$ cat config.mk
export PLATFORM = sky130hd
export DESIGN_NAME = aes_round_ctrl
export DESIGN_NICKNAME = d
export VERILOG_FILES = /design/src/rtl/aes_round_ctrl.sv
export SDC_FILE = /design/constraint.sdc
export NUM_CORES = 1
export LEC_CHECK = 0
export ABC_AREA = 1
export BUFFER_PORTS_ARGS = -buffer_cell sky130_fd_sc_hd__buf_2
export CORE_ASPECT_RATIO = 1.5
export CORE_MARGIN = 3
export CORE_UTILIZATION = 25
export DETAILED_ROUTE_END_ITERATION = 7
export PLACE_DENSITY = 0.47
export SLEW_MARGIN = 20
export SYNTH_ARGS = -nofsm -noshare
export SYNTH_HDL_FRONTEND = slang
export SYNTH_SLANG_ARGS = --single-unit
$ cat constraint.sdc
create_clock -name clk -period 1.44 [get_ports clk]
set_clock_uncertainty 0.2 [all_clocks]
set_input_delay 0.216 -clock clk [delete_from_list [all_inputs] [get_ports clk]]
set_output_delay 0.216 -clock clk [all_outputs]
set_load 0.01 [all_outputs]
$ cat src/rtl/aes_round_ctrl.sv
// ============================================================================
// aes_round_ctrl
// ----------------------------------------------------------------------------
// Iterative AES-128 encryption sequencer. It steers the shared round datapath
// (SubBytes, registered ShiftRows, MixColumns, AddRoundKey) and the key
// expansion unit. It accepts one block through a valid/ready handshake, walks
// the datapath through the initial AddRoundKey plus NUM_ROUNDS rounds, and
// then holds the ciphertext until the consumer takes it.
//
// Parameters:
//   NUM_ROUNDS   - full rounds after the initial AddRoundKey (2..15, AES-128 = 10)
//   ROUND_CYCLES - clock cycles the datapath needs per round (1..4)
//
// Ports:
//   clk        in   system clock, rising edge
//   rst        in   synchronous, active-high reset
//   in_valid   in   plaintext and key present on the datapath inputs
//   in_ready   out  controller can accept a block (forced low while rst is high)
//   out_valid  out  datapath state register holds the ciphertext
//   out_ready  in   consumer accepts the ciphertext
//   abort      in   (only with AES_ROUND_ABORT_EN) drop the block in flight
//   load_in    out  datapath loads plaintext ^ key, key unit loads cipher key
//   state_ld   out  datapath state register captures the round result
//   key_step   out  key unit advances to the next round key using rcon
//   mix_en     out  MixColumns is part of the current round (0 in the last)
//   round_idx  out  current round number, 0..NUM_ROUNDS
//   rcon       out  round constant for the current round
//   busy       out  a block is in flight (state ROUND)
//
// Optional feature:
//   Define AES_ROUND_ABORT_EN to add the abort input. Without the macro only
//   rst can terminate a block.
// ============================================================================
module aes_round_ctrl #(
    parameter int NUM_ROUNDS   = 10,
    parameter int ROUND_CYCLES = 1
) (
    input  logic       clk,
    input  logic       rst,
    input  logic       in_valid,
    output logic       in_ready,
    output logic       out_valid,
    input  logic       out_ready,
`ifdef AES_ROUND_ABORT_EN
    input  logic       abort,
`endif
    output logic       load_in,
    output logic       state_ld,
    output logic       key_step,
    output logic       mix_en,
    output logic [3:0] round_idx,
    output logic [7:0] rcon,
    output logic       busy
);

    // Index of the final round and of the final cycle inside a round, sized
    // to match the registers they are compared against.
    localparam logic [3:0] LAST_ROUND = 4'(NUM_ROUNDS);
    localparam logic [1:0] LAST_CYCLE = 2'(ROUND_CYCLES - 1);
    localparam logic [7:0] RCON_INIT  = 8'h01;

    typedef enum logic [1:0] {
        ST_IDLE,
        ST_ROUND,
        ST_DONE
    } state_t;

    state_t     state_q,     state_d;
    logic [3:0] round_idx_q, round_idx_d;
    logic [7:0] rcon_q,      rcon_d;
    logic [1:0] cyc_q,       cyc_d;

    logic abort_req;
    logic round_end;
    logic last_round;

    // The abort request collapses to a constant zero in the default build so
    // the next-state logic below is written once for both configurations.
`ifdef AES_ROUND_ABORT_EN
    assign abort_req = abort;
`else
    assign abort_req = 1'b0;
`endif

    // GF(2^8) doubling used to derive the next round constant from the
    // current one; reduction polynomial x^8 + x^4 + x^3 + x + 1.
    function automatic logic [7:0] xtime(input logic [7:0] x);
        return {x[6:0], 1'b0} ^ (x[7] ? 8'h1B : 8'h00);
    endfunction

    assign round_end  = (cyc_q == LAST_CYCLE);
    assign last_round = (round_idx_q == LAST_ROUND);

    // Next-state and output decode. Every output defaults low and the state
    // registers default to holding; each state only overrides what it needs.
    // The strobes to the datapath are additionally gated with rst so that a
    // reset cycle never commits a half-finished round.
    always_comb begin
        state_d     = state_q;
        round_idx_d = round_idx_q;
        rcon_d      = rcon_q;
        cyc_d       = cyc_q;
        in_ready    = 1'b0;
        load_in     = 1'b0;
        state_ld    = 1'b0;
        key_step    = 1'b0;
        out_valid   = 1'b0;
        busy        = 1'b0;

        case (state_q)
            ST_IDLE: begin
                in_ready = ~rst;
                load_in  = in_valid & ~rst;
                if (in_valid && !rst) begin
                    state_d     = ST_ROUND;
                    round_idx_d = 4'd1;
                    rcon_d      = RCON_INIT;
                    cyc_d       = 2'd0;
                end
            end

            ST_ROUND: begin
                busy = 1'b1;
                if (abort_req) begin
                    state_d     = ST_IDLE;
                    round_idx_d = 4'd0;
                    rcon_d      = RCON_INIT;
                    cyc_d       = 2'd0;
                end else if (round_end) begin
                    // One commit strobe per round, on the round's last cycle.
                    state_ld = ~rst;
                    key_step = ~rst;
                    cyc_d    = 2'd0;
                    if (last_round) begin
                        // round_idx stays at NUM_ROUNDS while the result is held.
                        state_d = ST_DONE;
                    end else begin
                        round_idx_d = round_idx_q + 4'd1;
                        rcon_d      = xtime(rcon_q);
                    end
                end else begin
                    cyc_d = cyc_q + 2'd1;
                end
            end

            ST_DONE: begin
                if (abort_req) begin
                    state_d     = ST_IDLE;
                    round_idx_d = 4'd0;
                    rcon_d      = RCON_INIT;
                    cyc_d       = 2'd0;
                end else begin
                    out_valid = 1'b1;
                    if (out_ready) begin
                        state_d     = ST_IDLE;
                        round_idx_d = 4'd0;
                        rcon_d      = RCON_INIT;
                    end
                end
            end

            default: begin
                state_d     = ST_IDLE;
                round_idx_d = 4'd0;
                rcon_d      = RCON_INIT;
                cyc_d       = 2'd0;
            end
        endcase
    end

    // MixColumns is skipped only in the final round; since round_idx is
    // constant for a whole round this stays stable across all its cycles.
    assign mix_en    = ~last_round;
    assign round_idx = round_idx_q;
    assign rcon      = rcon_q;

    // State registers with synchronous reset back to an empty IDLE controller.
    always_ff @(posedge clk) begin
        if (rst) begin
            state_q     <= ST_IDLE;
            round_idx_q <= 4'd0;
            rcon_q      <= RCON_INIT;
            cyc_q       <= 2'd0;
        end else begin
            state_q     <= state_d;
            round_idx_q <= round_idx_d;
            rcon_q      <= rcon_d;
            cyc_q       <= cyc_d;
        end
    end

endmodule
# Word level (Yosys, flattened, before mapping)
# Cells that the tools add are included.
dict set report classes {
  magnitude_cmp 0
  n_eq_ne 8
  n_mux 25
  shifts 0
  n_mul 0
  bitwise 5
  addsub 2
  div_mod_pow 0
  reduce_logical 7
}
# operator n
set ops {}
lappend ops {{two-way mux 8 bit} 4}
lappend ops {{one-hot mux 8 bit (3 select lines)} 1}
lappend ops {{two-way mux 4 bit} 4}
lappend ops {{two-way mux 2 bit} 6}
lappend ops {{one-hot mux 2 bit (3 select lines)} 2}
lappend ops {{one-hot mux 4 bit (3 select lines)} 1}
lappend ops {{inequality test 2 bit (second input constant)} 5}
lappend ops {{AND reduction 4 bit} 2}
lappend ops {{XOR 8 x 5 -> 8 bit} 1}
lappend ops {{two-way mux 1 bit} 6}
lappend ops {{two-way mux 5 bit} 1}
lappend ops {{adder 4 x 1 -> 4 bit (second input constant)} 1}
lappend ops {{== test 4 bit (second input constant)} 1}
lappend ops {{zero test 2 bit} 2}
lappend ops {{inverter 1 bit} 3}
lappend ops {{adder 2 x 1 -> 2 bit (second input constant)} 1}
lappend ops {{== test 2 x 1 -> 1 bit (second input constant)} 1}
lappend ops {{== test 2 bit (second input constant)} 1}
lappend ops {{AND reduction 2 bit} 1}
lappend ops {{AND 1 bit} 1}
lappend ops {{logical AND 1 bit} 1}
lappend ops {{zero test 1 bit} 1}
dict set report word_totals {
  ram_bits 0
  latch_bits 0
  inputBits 4
  register_bits 16
  mem_bits_ro 0
  elab_cells 51
  mem_count 0
}

# Depth between registers and ports, before layout
dict set report depth {
  ltp_word 5
  mapped_depth 10
  mapped_depth_nobuf 10
}

# Least setup slack after synthesis
# No wires, ideal clock.
dict set report synth_path {
  path_type {register -> register}
  start {reg round_idx_q[1] (netlist: round_idx[1])}
  end {reg rcon_q[7] (netlist: rcon[7])}
  path_buffers 0
  slack_ns -0.127
  arrival_time_ns 1.308
  path_stages_with_launch 10
  setup_time_ns 0.060
  period_less_slack_ns 1.567
  cell_sequence {dfxtp_1 > ha_1 > nand2_1 > nor2_1 > nand2_4 > nand2_4 > nor2_4 > nor2_4 > nand2_1 > nand2_1}
}
dict set report synth_via {
  elab_chain_cells 3
}
# item line_no
set synth_rtl {}
lappend synth_rtl {{start: declaration} 69} ;# logic [3:0] round_idx_q, round_idx_d;
lappend synth_rtl {{start signal: assignment} 186} ;# round_idx_q <= round_idx_d;
lappend synth_rtl {{== test 4 bit} 92} ;# assign last_round = (round_idx_q == LAST_ROUND);
lappend synth_rtl {{inequality test 2 bit (no source line)} n/a}
lappend synth_rtl {{AND reduction 4 bit (no source line)} n/a}
lappend synth_rtl {{end signal: assignment} 187} ;# rcon_q <= rcon_d;
lappend synth_rtl {{end: declaration} 70} ;# logic [7:0] rcon_q, rcon_d;
# Every way passes these cells.
# A chain may end at the register's enable or synchronous reset.

# Worst setup path in the final report
dict set report layout_path {
  start {reg cyc_q[0]}
  end {out state_ld}
}
dict set report layout_via {
  elab_chain_cells 3
}
# item line_no
set layout_rtl {}
lappend layout_rtl {{start: declaration} 71} ;# logic [1:0] cyc_q, cyc_d;
lappend layout_rtl {{start signal: assignment} 188} ;# cyc_q <= cyc_d;
lappend layout_rtl {{zero test 2 bit} 91} ;# assign round_end = (cyc_q == LAST_CYCLE);
lappend layout_rtl {{two-way mux 1 bit} 129} ;# end else if (round_end) begin
lappend layout_rtl {{two-way mux 1 bit} 110} ;# case (state_q)
lappend layout_rtl {{end: declaration} 48} ;# output logic state_ld,
# Every way passes these cells.

==> results.cfg <==
[run_status]
status = finished with violations
violations = setup timing

[flow_run]
max_cap_violations = 0

[placed_design]
pre_cts_slack_ns = -0.1186
hpwl_mm = 1.883
port_buffers = 22
place_inst = 203
dpl-instance-area_sq_um = 1267
gp_congestion = 0.6933

[yosys]
async_reset_ff_share_pct = 0
yosysWarnings = 0
synth.yosys.seq_area_share_pct = 33.95
syn-num-nets = 134
synth.top_cells.by_area = dfxtp_1, nand2_1, nand4_1
synth_commonest_cells = nand2_1, dfxtp_1, inv_1
yosysMostFrequentCell = nand2_1
yosysUniqueCellTypes = 24
synthCells = 126
yosys_most_used_dff = dfxtp_1
synth_top_cell_area_share_pct = 33.95
syn_area_per_cell_sq_um = 7.487
ys_ff_latch = 16
synth_top_cell_by_area = dfxtp_1
synth_edf_count = 0
syn_area_sq_um = 943.4

[timing]
relSlewSlack_pct = 82.02
fin_setup_tns_ns = -0.7785
rsz0062_at_grt = true
fmax_mhz = 626.9
setup_viol = 16
fin_crit_ns = 1.595
drv_slew = 0
fin_crit_sh_pct = 110.8
hold_violations = 0
worstMarginPinSlew_ns = 0.2693
layout_setup_ws_ns = -0.1552

[setup_path]
r2r_cells = 9
critPathKind = reg2out
r2r_start = cyc_q[0]
required_ns = 1.02
cp-end-kind = output port
reg2reg_slack_ns = -0.06
cp-start-kind = flip-flop
cp.arrival_ns = 1.18
rr_endpoint = round_idx[1]
crit_fanout = 2

[cts]
cts_buffers = 3
clock-sinks = 16
htreeDepth = 1
cts_tree = done
hold_buffers = 0
clockRootBuffer = clkbuf_8
clock_latency_ns = 0.25
clk_pin_slew_ns = 0.07
clockBufferDepth = 2

[floorplanning]
start_util_pct = 26.85
coreArea_sq_um = 3513
row_count = 26
die_x_um = 56.16
ioPinCount = 23
die_area_sq_um = 4562
die_height_um = 81.24

[detailed_routing]
vias = 972
drc = 0
ant_nets = 0
drt_pass1_iterations = 4
drt-initial-drc-count = 12
wl_mm = 2.611
avgViaCountPerCell = 4.479
wire_per_inst_um = 12.03

[global_routing]
grt_pass1_vias = 1002
antenna_found_initial = 0
grt_pass1_wl_mm = 4.464
grt_overflow = 0
grt_start_max_net_pins = 14
grt_usage_pct = 12.48

[layout]
regArea_sq_um = 336.6
fin_util_pct = 43.66
area_delta_synth_final_pct = 62.60
final_nets = 184
antenna_cells = 0
design_area_sq_um = 1534
multi_input_area_sq_um = 661.9
final.fill_count = 365
stdcell_count = 217
drive_gt1_share_pct = 52.57

[min_path]
hold_depth = 5
hp-class = in2reg
min_to = state_q[0]
hold_start = out_ready

[power]
vdd_ir_drop_max_uv = 535.5
leakagePower_nw = 0.7648
p_per_area_nw_per_um2 = 1017
[worst max-delay path by stage]
stage | startpoint | endpoint | cells past startpoint
after floorplan | round_idx[0] | rcon[7] | 10
after global placement | cyc_q[0] | round_idx[1] | 9
after detailed placement | cyc_q[0] | round_idx[1] | 9
after CTS | cyc_q[0] | state_ld | 6
after global routing | cyc_q[1] | state_ld | 6
final | cyc_q[0] | state_ld | 6
[area by class of cell]
| class | instances | area share (%) |
|---|---|---|
| Multi-Input combinational cell | 92 | 43.15 |
| Inverter | 16 | 5.220 |
| Clock buffer | 4 | 3.589 |
| Sequential cell | 16 | 21.94 |
| Timing Repair Buffer | 47 | 22.68 |
| Tap cell | 42 | 3.426 |
[registers in the layout, indices dropped and copies added (netlist names)]
signal,flops
rcon,8
round_idx,4
cyc_q,2
state_q,2
[cell usage in the layout, fill, tap and decap left out, types with 3 or more instances in the layout]
master,instances
nand2_4,7
dfxtp_4,3
clkbuf_8,4
nor2_1,9
a21oi_1,4
buf_6,8
xor2_1,3
nand3_1,6
nor2_4,8
buf_2,19
nand2_1,28
inv_1,8
inv_2,4
dfxtp_1,9
dfxtp_2,4
nand4_1,10
buf_4,19
[critical path: stages (launching register included)]
cell and delay (ns):
dfxtp_2 0.32, inv_2 0.07, ha_4 0.13, inv_2 0.04, buf_6 0.10, nor3_4 0.11, buf_2 0.15
[per-layer routing]
metal	GRT usage [%]	share of wire (%)
met5	0	0
met4	6.413	2.0
met3	2.067	3.5
met2	22.83	53
met1	13.73	42
[cells by family (layout without fill, tap and decap cells)]
family,count (synthesis),after routing,share of synthesized area [%]
compound gates,10,10,7.162
fa+ha+maj,4,4,5.305
xor+xnor,3,3,2.786
buf+inv,19,67,8.885
simple gates,74,75,41.91
flops,16,16,33.95
[through the flow]
stage / hold slack, ns / power (mW)
after floorplan: 0.2395 / 0.8229
after global placement: 0.2475 / 1.020
after detailed placement: 0.2521 / 1.021
after CTS: 0.1656 / 1.569
after global routing: 0.1974 / 1.652
final: 0.1814 / 1.560
[timing repair]
| action | in CTS | in global routing |
|---|---|---|
| gates cloned | 0 | 1 |
| hold endpoints to repair | 0 | 0 |
| gates resized for setup | 31 | 10 |
| pin swaps | 13 | 8 |
| setup endpoints to repair | 20 | 21 |
| buffers inserted | 9 | 2 |
[power by group]
group	internal [mW]	total, mW	leakage [nW]	switching [mW]
clock network	0.243	0.410	0.0288	0.168
registers	0.479	0.525	0.134	0.0468
logic	0.290	0.624	0.602	0.334
No activity file was read; power rests on OpenSTA's default activity.
